`src/rtl/bnn_act_feeder_if.sv`:
```
// MAC-side stream of the activation feeder: beat data/valid/ready towards the
// binary MAC, plus the MAC's result/done returned to the feeder.
interface bnn_act_feeder_if #(
  parameter int unsigned LANES = 3,
  parameter int unsigned DW    = 2
);
  logic [LANES*DW-1:0] mac_in;
  logic                mac_valid;
  logic                mac_ready;
  logic [DW-1:0]       mac_out;
  logic                mac_done;

  modport master (output mac_in, mac_valid, input mac_ready, mac_out, mac_done);
  modport slave  (input mac_in, mac_valid, output mac_ready, mac_out, mac_done);
endinterface

```
`src/rtl/bnn_act_feeder.sv`:
```
// Buffers one frame of N_ELEM bipolar activations, streams it LANES per beat to
// the MAC, then captures the MAC result. Define FEEDER_TIMEOUT_EN to bound WAIT.
module bnn_act_feeder #(
  parameter int unsigned N_ELEM  = 108,
  parameter int unsigned LANES   = 3,
  parameter int unsigned DW      = 2,
  parameter int unsigned TIMEOUT = 64
) (
  input  logic                 clk,
  input  logic                 rst,
  input  logic                 wr_en,
  input  logic [DW-1:0]        wr_data,
  output logic                 wr_ready,
  input  logic                 start,
  bnn_act_feeder_if.master     mac,
  output logic [DW-1:0]        result,
  output logic                 done,
  output logic                 busy,
  output logic                 bad_code,
  output logic                 timeout_err
);

  localparam int unsigned N_BEATS = (N_ELEM + LANES - 1) / LANES;
  localparam int unsigned PW      = (N_ELEM > 1) ? $clog2(N_ELEM) : 1;
  localparam int unsigned BW      = (N_BEATS > 1) ? $clog2(N_BEATS) : 1;
  localparam int unsigned BUS_W   = LANES * DW;
  localparam logic [DW-1:0] CODE_BAD = DW'(2);

  typedef enum logic [1:0] {S_LOAD, S_FULL, S_STREAM, S_WAIT} state_t;

  state_t            state;
  logic [PW-1:0]     wr_ptr;
  logic [BW-1:0]     beat;
  logic [BW-1:0]     beat_sel;
  logic [BUS_W-1:0]  beat_data;
  logic              tmo_expire;
  logic [DW-1:0]     mem [N_ELEM];

  // Frame storage; illegal code 10 is stored as padding
  always_ff @(posedge clk) begin
    if (state == S_LOAD && wr_en) begin
      mem[wr_ptr] <= (wr_data == CODE_BAD) ? '0 : wr_data;
    end
  end

  // Data for the beat that will be presented next (beat 0 when leaving FULL)
  always_comb begin
    beat_sel  = (state == S_FULL) ? '0 : beat + BW'(1);
    beat_data = '0;
    for (int unsigned j = 0; j < LANES; j++) begin
      if (32'(beat_sel) * LANES + j < N_ELEM) begin
        beat_data[(LANES-j)*DW-1 -: DW] = mem[PW'(32'(beat_sel) * LANES + j)];
      end
    end
  end

  // Control FSM with registered outputs
  always_ff @(posedge clk or posedge rst) begin
    if (rst) begin
      state         <= S_LOAD;
      wr_ptr        <= '0;
      beat          <= '0;
      wr_ready      <= 1'b1;
      mac.mac_in    <= '0;
      mac.mac_valid <= 1'b0;
      result        <= '0;
      done          <= 1'b0;
      busy          <= 1'b0;
      bad_code      <= 1'b0;
    end else begin
      done <= 1'b0;
      case (state)
        S_LOAD: begin
          if (wr_en) begin
            if (wr_data == CODE_BAD) bad_code <= 1'b1;
            if (wr_ptr == PW'(N_ELEM - 1)) begin
              state    <= S_FULL;
              wr_ptr   <= '0;
              wr_ready <= 1'b0;
            end else begin
              wr_ptr <= wr_ptr + PW'(1);
            end
          end
        end
        S_FULL: begin
          if (start) begin
            state         <= S_STREAM;
            beat          <= '0;
            busy          <= 1'b1;
            mac.mac_valid <= 1'b1;
            mac.mac_in    <= beat_data;
          end
        end
        S_STREAM: begin
          if (mac.mac_ready) begin
            if (beat == BW'(N_BEATS - 1)) begin
              state         <= S_WAIT;
              mac.mac_valid <= 1'b0;
              mac.mac_in    <= '0;
            end else begin
              beat       <= beat + BW'(1);
              mac.mac_in <= beat_data;
            end
          end
        end
        S_WAIT: begin
          // A result arriving on the expiry cycle takes priority over the timeout
          if (mac.mac_done) begin
            state    <= S_LOAD;
            result   <= mac.mac_out;
            done     <= 1'b1;
            busy     <= 1'b0;
            wr_ready <= 1'b1;
          end else if (tmo_expire) begin
            state    <= S_LOAD;
            busy     <= 1'b0;
            wr_ready <= 1'b1;
          end
        end
        default: state <= S_LOAD;
      endcase
    end
  end

`ifdef FEEDER_TIMEOUT_EN
  localparam int unsigned TW = $clog2(TIMEOUT + 1);
  logic [TW-1:0] tmo_cnt;

  assign tmo_expire = (state == S_WAIT) && (tmo_cnt == TW'(TIMEOUT - 1));

  // WAIT watchdog; counts cycles spent waiting for the MAC result
  always_ff @(posedge clk or posedge rst) begin
    if (rst) begin
      tmo_cnt     <= '0;
      timeout_err <= 1'b0;
    end else begin
      if (state == S_WAIT && !mac.mac_done) tmo_cnt <= tmo_cnt + TW'(1);
      else                                  tmo_cnt <= '0;
      if (tmo_expire && !mac.mac_done) timeout_err <= 1'b1;
    end
  end
`else
  assign tmo_expire  = 1'b0;
  assign timeout_err = 1'b0;
`endif

endmodule

```
`src/flat_wrapper.sv`:
```
// flat-port wrapper written by rule: the top's interface ports become plain ports
module bnn_act_feeder_flat 
#(
  parameter int unsigned N_ELEM  = 108,
  parameter int unsigned LANES   = 3,
  parameter int unsigned DW      = 2,
  parameter int unsigned TIMEOUT = 64
)
  (clk, rst, wr_en, wr_data, wr_ready, start, result, done, busy, bad_code, timeout_err, mac_mac_in, mac_mac_valid, mac_mac_ready, mac_mac_out, mac_mac_done);
  bnn_act_feeder_if #(.LANES(LANES), .DW(DW)) mac_i ();
  input  logic clk;
  input  logic rst;
  input  logic wr_en;
  input  logic [DW-1:0] wr_data;
  output logic wr_ready;
  input  logic start;
  output logic [DW-1:0] result;
  output logic done;
  output logic busy;
  output logic bad_code;
  output logic timeout_err;
  output wire logic [$bits(mac_i.mac_in)-1:0] mac_mac_in;
  output wire logic [$bits(mac_i.mac_valid)-1:0] mac_mac_valid;
  input wire logic [$bits(mac_i.mac_ready)-1:0] mac_mac_ready;
  input wire logic [$bits(mac_i.mac_out)-1:0] mac_mac_out;
  input wire logic [$bits(mac_i.mac_done)-1:0] mac_mac_done;
  assign mac_mac_in = mac_i.mac_in;
  assign mac_mac_valid = mac_i.mac_valid;
  assign mac_i.mac_ready = mac_mac_ready;
  assign mac_i.mac_out = mac_mac_out;
  assign mac_i.mac_done = mac_mac_done;
  bnn_act_feeder #(.N_ELEM(N_ELEM), .LANES(LANES), .DW(DW), .TIMEOUT(TIMEOUT)) u_core (.clk(clk), .rst(rst), .wr_en(wr_en), .wr_data(wr_data), .wr_ready(wr_ready), .start(start), .mac(mac_i), .result(result), .done(done), .busy(busy), .bad_code(bad_code), .timeout_err(timeout_err));
endmodule
```
`config.mk`:
```
export PLATFORM = sky130hd
export DESIGN_NAME = bnn_act_feeder_flat
export DESIGN_NICKNAME = d
export VERILOG_FILES = /design/src/rtl/bnn_act_feeder_if.sv /design/src/rtl/bnn_act_feeder.sv /design/src/flat_wrapper.sv
export SDC_FILE = /design/constraint.sdc
export NUM_CORES = 1
export LEC_CHECK = 0
export BUFFER_PORTS_ARGS = -buffer_cell sky130_fd_sc_hd__buf_2
export CELL_PAD_IN_SITES_DETAIL_PLACEMENT = 1
export CELL_PAD_IN_SITES_GLOBAL_PLACEMENT = 1
export CORE_MARGIN = 10
export CORE_UTILIZATION = 43
export CTS_BUF_LIST = sky130_fd_sc_hd__clkbuf_16
export CTS_CLUSTER_DIAMETER = 60
export CTS_CLUSTER_SIZE = 28
export DETAILED_ROUTE_END_ITERATION = 7
export PLACE_DENSITY_LB_ADDON = 0.08
export SKIP_LAST_GASP = 1
export SLEW_MARGIN = 30
export SYNTH_ARGS = -nofsm -noshare
export SYNTH_HDL_FRONTEND = slang
export SYNTH_SLANG_ARGS = --single-unit
export TNS_END_PERCENT = 100
```
`constraint.sdc`:
```
create_clock -name clk -period 7.4 [get_ports clk]
set_clock_uncertainty 0.05 [all_clocks]
set_input_delay 0.74 -clock clk [delete_from_list [all_inputs] [get_ports clk]]
set_output_delay 0.74 -clock clk [all_outputs]
set_load 0.01 [all_outputs]
```
==> metrics <==
outcome finished, final reports clean; largest net degree at the start of global routing 76; vias roughly 9800; Slew Limit Fails 0; syn_area_per_cell 12.6 um2; WL/cell 28.1 um; antenna violations before repair 0; post-route ant nets 0; M2 GR Usage 36.0%; Synth Flop Type edfxtp_1; initial core utilization 43.4%; area leader, netlist edfxtp_1; vias in the first global route 10300; Vias/cell 6.20; CTS buffer count 28; critical path class reg2reg; nets 1137; Post-Syn Area ~0.014 mm2; Gate Count Post-Synth ~1100; RSZ-0062 raised after global routing false; asr flop ratio synth 11.5%; synth top area cells edfxtp_1, mux4_2, mux2i_1; Synth cell types 71; Die Width 201 um; drt first-iter violations 777; number of flops mapped to enable cells by yosys 216; met1 usage 30.1%; Max Cap Viol 0; CTS tree done; overall routing resource usage 21.7%; Setup TNS 0 ps; IO Pins 24; total gr overflow 0; post-synth net total between 1000 and 1500; CTS Hold Bufs 0; Post-CTS Setup Bufs 0; CP arrival 5750 ps; flip-flop and latch count after synthesis 244; share of layout cells above drive strength 1 a little under a fifth; Max clock buf depth 3; VDD IR-drop max 214 uV; Root Driver clkbuf_16; first-pass GRT wire length 67.6 mm; clock sink total 244; pwr dens 352 mW/mm2; layer with the highest usage met2; FILL cells around 3300; Final WS setup 2050 ps; Worst-Margin Slew roughly 970 ps; grt met3 use 2.18%; fin crit share between 70 and 80%; DRC 0; final hold slack 193 ps; full die area 0.0404 mm2; Final setup viols 0; TritonRoute pass-1 iters 6; H-tree levels 1; Synth top area share between 40% and 50%; synth warn 0; Worst-path clk slew 90 ps; Final Hold Vio Count 0; IO buf count 22; WP data required just under 8000 ps; final WL roughly 44 mm; crit-path max FO 32; Rel. slew slack 35.1%; minimum clock period 5350 ps; FF-to-FF setup slack 2050 ps; Crit. End Element register; Final HPWL DP just under 30 mm; fmax approximately 0.19 GHz; Ant. Diodes 0; pre-CTS WS 2130 ps; Leakage 5.61 nW; sequential share of the synthesized area roughly half; Worst Hold Class in2async; die height 201 um; CP startpoint kind register; post-CTS sizing 0; area grow syn2layout 11.3%; Final GP Congestion 0.845; latest clock arrival within the worst-skew pair 570 ps; core area ~0.032 mm2; row cnt 66
==> area by class of cell <==
class | instances | area [um2] | area share [%]
Sequential cell | 244 | 7190 | 45.9
Multi-Input combinational cell | 773 | 6480 | 41.4
Clock buffer | 29 | 726 | 4.63
Tap cell | 442 | 553 | 3.53
Clock inverter | 23 | 334 | 2.13
Timing Repair Buffer | 47 | 304 | 1.94
Inverter | 21 | 86.3 | 0.551
==> where the power goes <==
part | total (mW) | switching (mW) | leakage, nW | internal [mW]
Sequential | 1.63 | 0.0703 | 2.32 | 1.56
Combinational | 2.34 | 1.39 | 2.78 | 0.948
Clock | 1.56 | 0.707 | 0.511 | 0.848
Total | 5.52 | 2.17 | 5.61 | 3.36
==> critical path, cell delays in order, from the launching register on <==
cell,delay [ps]
dfrtp_1,400
inv_1,80
ha_1,340
inv_1,270
nand2_1,100
inv_1,70
buf_4,310
ha_1,240
inv_1,60
fa_1,510
buf_4,410
xnor2_2,180
buf_4,470
mux4_2,410
a211oi_1,390
a21oi_1,80
mux2i_1,160
mux2i_1,170
mux2_2,310
a22o_1,190
==> flip-flops by register name, summed over array words and instances (netlist names) <==
| name | cells |
|---|---|
| u_core.bad_code | 1 |
| u_core.done | 1 |
| u_core.state | 2 |
| u_core.busy | 1 |
| u_core.mac.mac_valid | 1 |
| u_core.mac.mac_in | 6 |
| u_core.wr_ptr | 7 |
| u_core.wr_ready | 1 |
| u_core.result | 2 |
| u_core.mem | 216 |
| u_core.beat | 6 |
==> cell families (layout without fill, tap and decap cells) <==
logic type	count (synthesis)	after routing	share of synthesized area (%)
compound gates	198	198	9.72
xor+xnor	25	25	2.20
fa+ha+maj	12	12	1.12
buf+inv	104	120	3.44
flops	244	244	51.1
mux	221	221	22.6
other cells	1	1	0.0266
simple gates	316	316	9.82
==> synthesized netlist by cell type, types with 3 or more instances <==
| library cell | number |
|---|---|
| buf_1 | 3 |
| xnor2_1 | 11 |
| nand2b_1 | 5 |
| a311oi_1 | 7 |
| buf_4 | 10 |
| a221oi_1 | 46 |
| inv_1 | 15 |
| and2_1 | 13 |
| nand2_1 | 93 |
| a31oi_1 | 12 |
| o211ai_1 | 5 |
| nor3b_1 | 5 |
| mux4_2 | 74 |
| xor2_1 | 8 |
| dfrtp_1 | 27 |
| edfxtp_1 | 216 |
| mux2i_1 | 132 |
| a21boi_0 | 3 |
| ha_1 | 11 |
| buf_2 | 15 |
| a21o_1 | 3 |
| clkbuf_1 | 50 |
| xor2_4 | 3 |
| nor2_1 | 135 |
| nand4_1 | 4 |
| a211oi_1 | 23 |
| a21oi_1 | 36 |
| buf_6 | 5 |
| o21ai_0 | 42 |
| inv_2 | 4 |
| and3_1 | 6 |
| nand2_2 | 3 |
| nor2b_1 | 11 |
| mux2_2 | 11 |
| nand3_1 | 14 |
| nor3_1 | 20 |
==> layout by cell type (no fill, tap or decap), types with 5 or more instances in the layout <==
cell / instances
a211oi_1: 23
and2_1: 12
nor3_1: 20
nand2b_1: 5
o211ai_1: 5
and3_1: 6
buf_2: 21
nor2b_1: 11
nand2_1: 87
xor2_1: 7
buf_4: 25
o21ai_0: 42
inv_12: 5
dfrtp_1: 27
ha_1: 11
nor3b_1: 5
mux2i_1: 132
mux2_2: 11
clkbuf_16: 29
a311oi_1: 7
nand3_1: 13
inv_1: 15
nor2_1: 135
mux4_2: 74
nand2_2: 8
a31oi_1: 12
a221oi_1: 46
xnor2_1: 8
edfxtp_1: 216
a21oi_1: 36
==> layer usage <==
metal / routed length (um) / vias up
li1: - / 4348
met1: 20200 / 5127
met2: 21600 / 251
met3: 1830 / 56
met4: 832 / 0
met5: 0 / -
==> metrics by stage <==
step / std cells / util, % / power (mW) / cell area (um2)
3_3_place_gp: 1527 / 44.9 / 3.95 / 14600
3_5_place_dp: 1527 / 45.0 / 3.99 / 14600
4_1_cts: 1579 / 48.2 / 5.55 / 15700
2_1_floorplan: 1121 / - / 3.32 / 14100
5_1_grt: 1579 / 48.3 / 5.78 / 15700
6_report: 1579 / 48.3 / 5.52 / 15700
==> worst paths after layout <==
path,cells past startpoint,to,start
max,19,u_core.mac.mac_in[2]$_DFFE_PP0P_,u_core.state[1]$_DFFE_PP0P_
min,3,u_core.bad_code$_DFFE_PP0P_,rst
max reg2reg,19,u_core.mac.mac_in[2]$_DFFE_PP0P_,u_core.state[1]$_DFFE_PP0P_
min reg2reg,2,u_core.mac.mac_in[0]$_DFFE_PP0P_,u_core.mac.mac_in[0]$_DFFE_PP0P_
max in group asynchronous,3,u_core.wr_ready$_DFFE_PP1P_,rst
min in group clk,2,u_core.result[1]$_DFFE_PP0P_,mac_mac_out[1]
No activity file was read; power rests on OpenSTA's default activity.
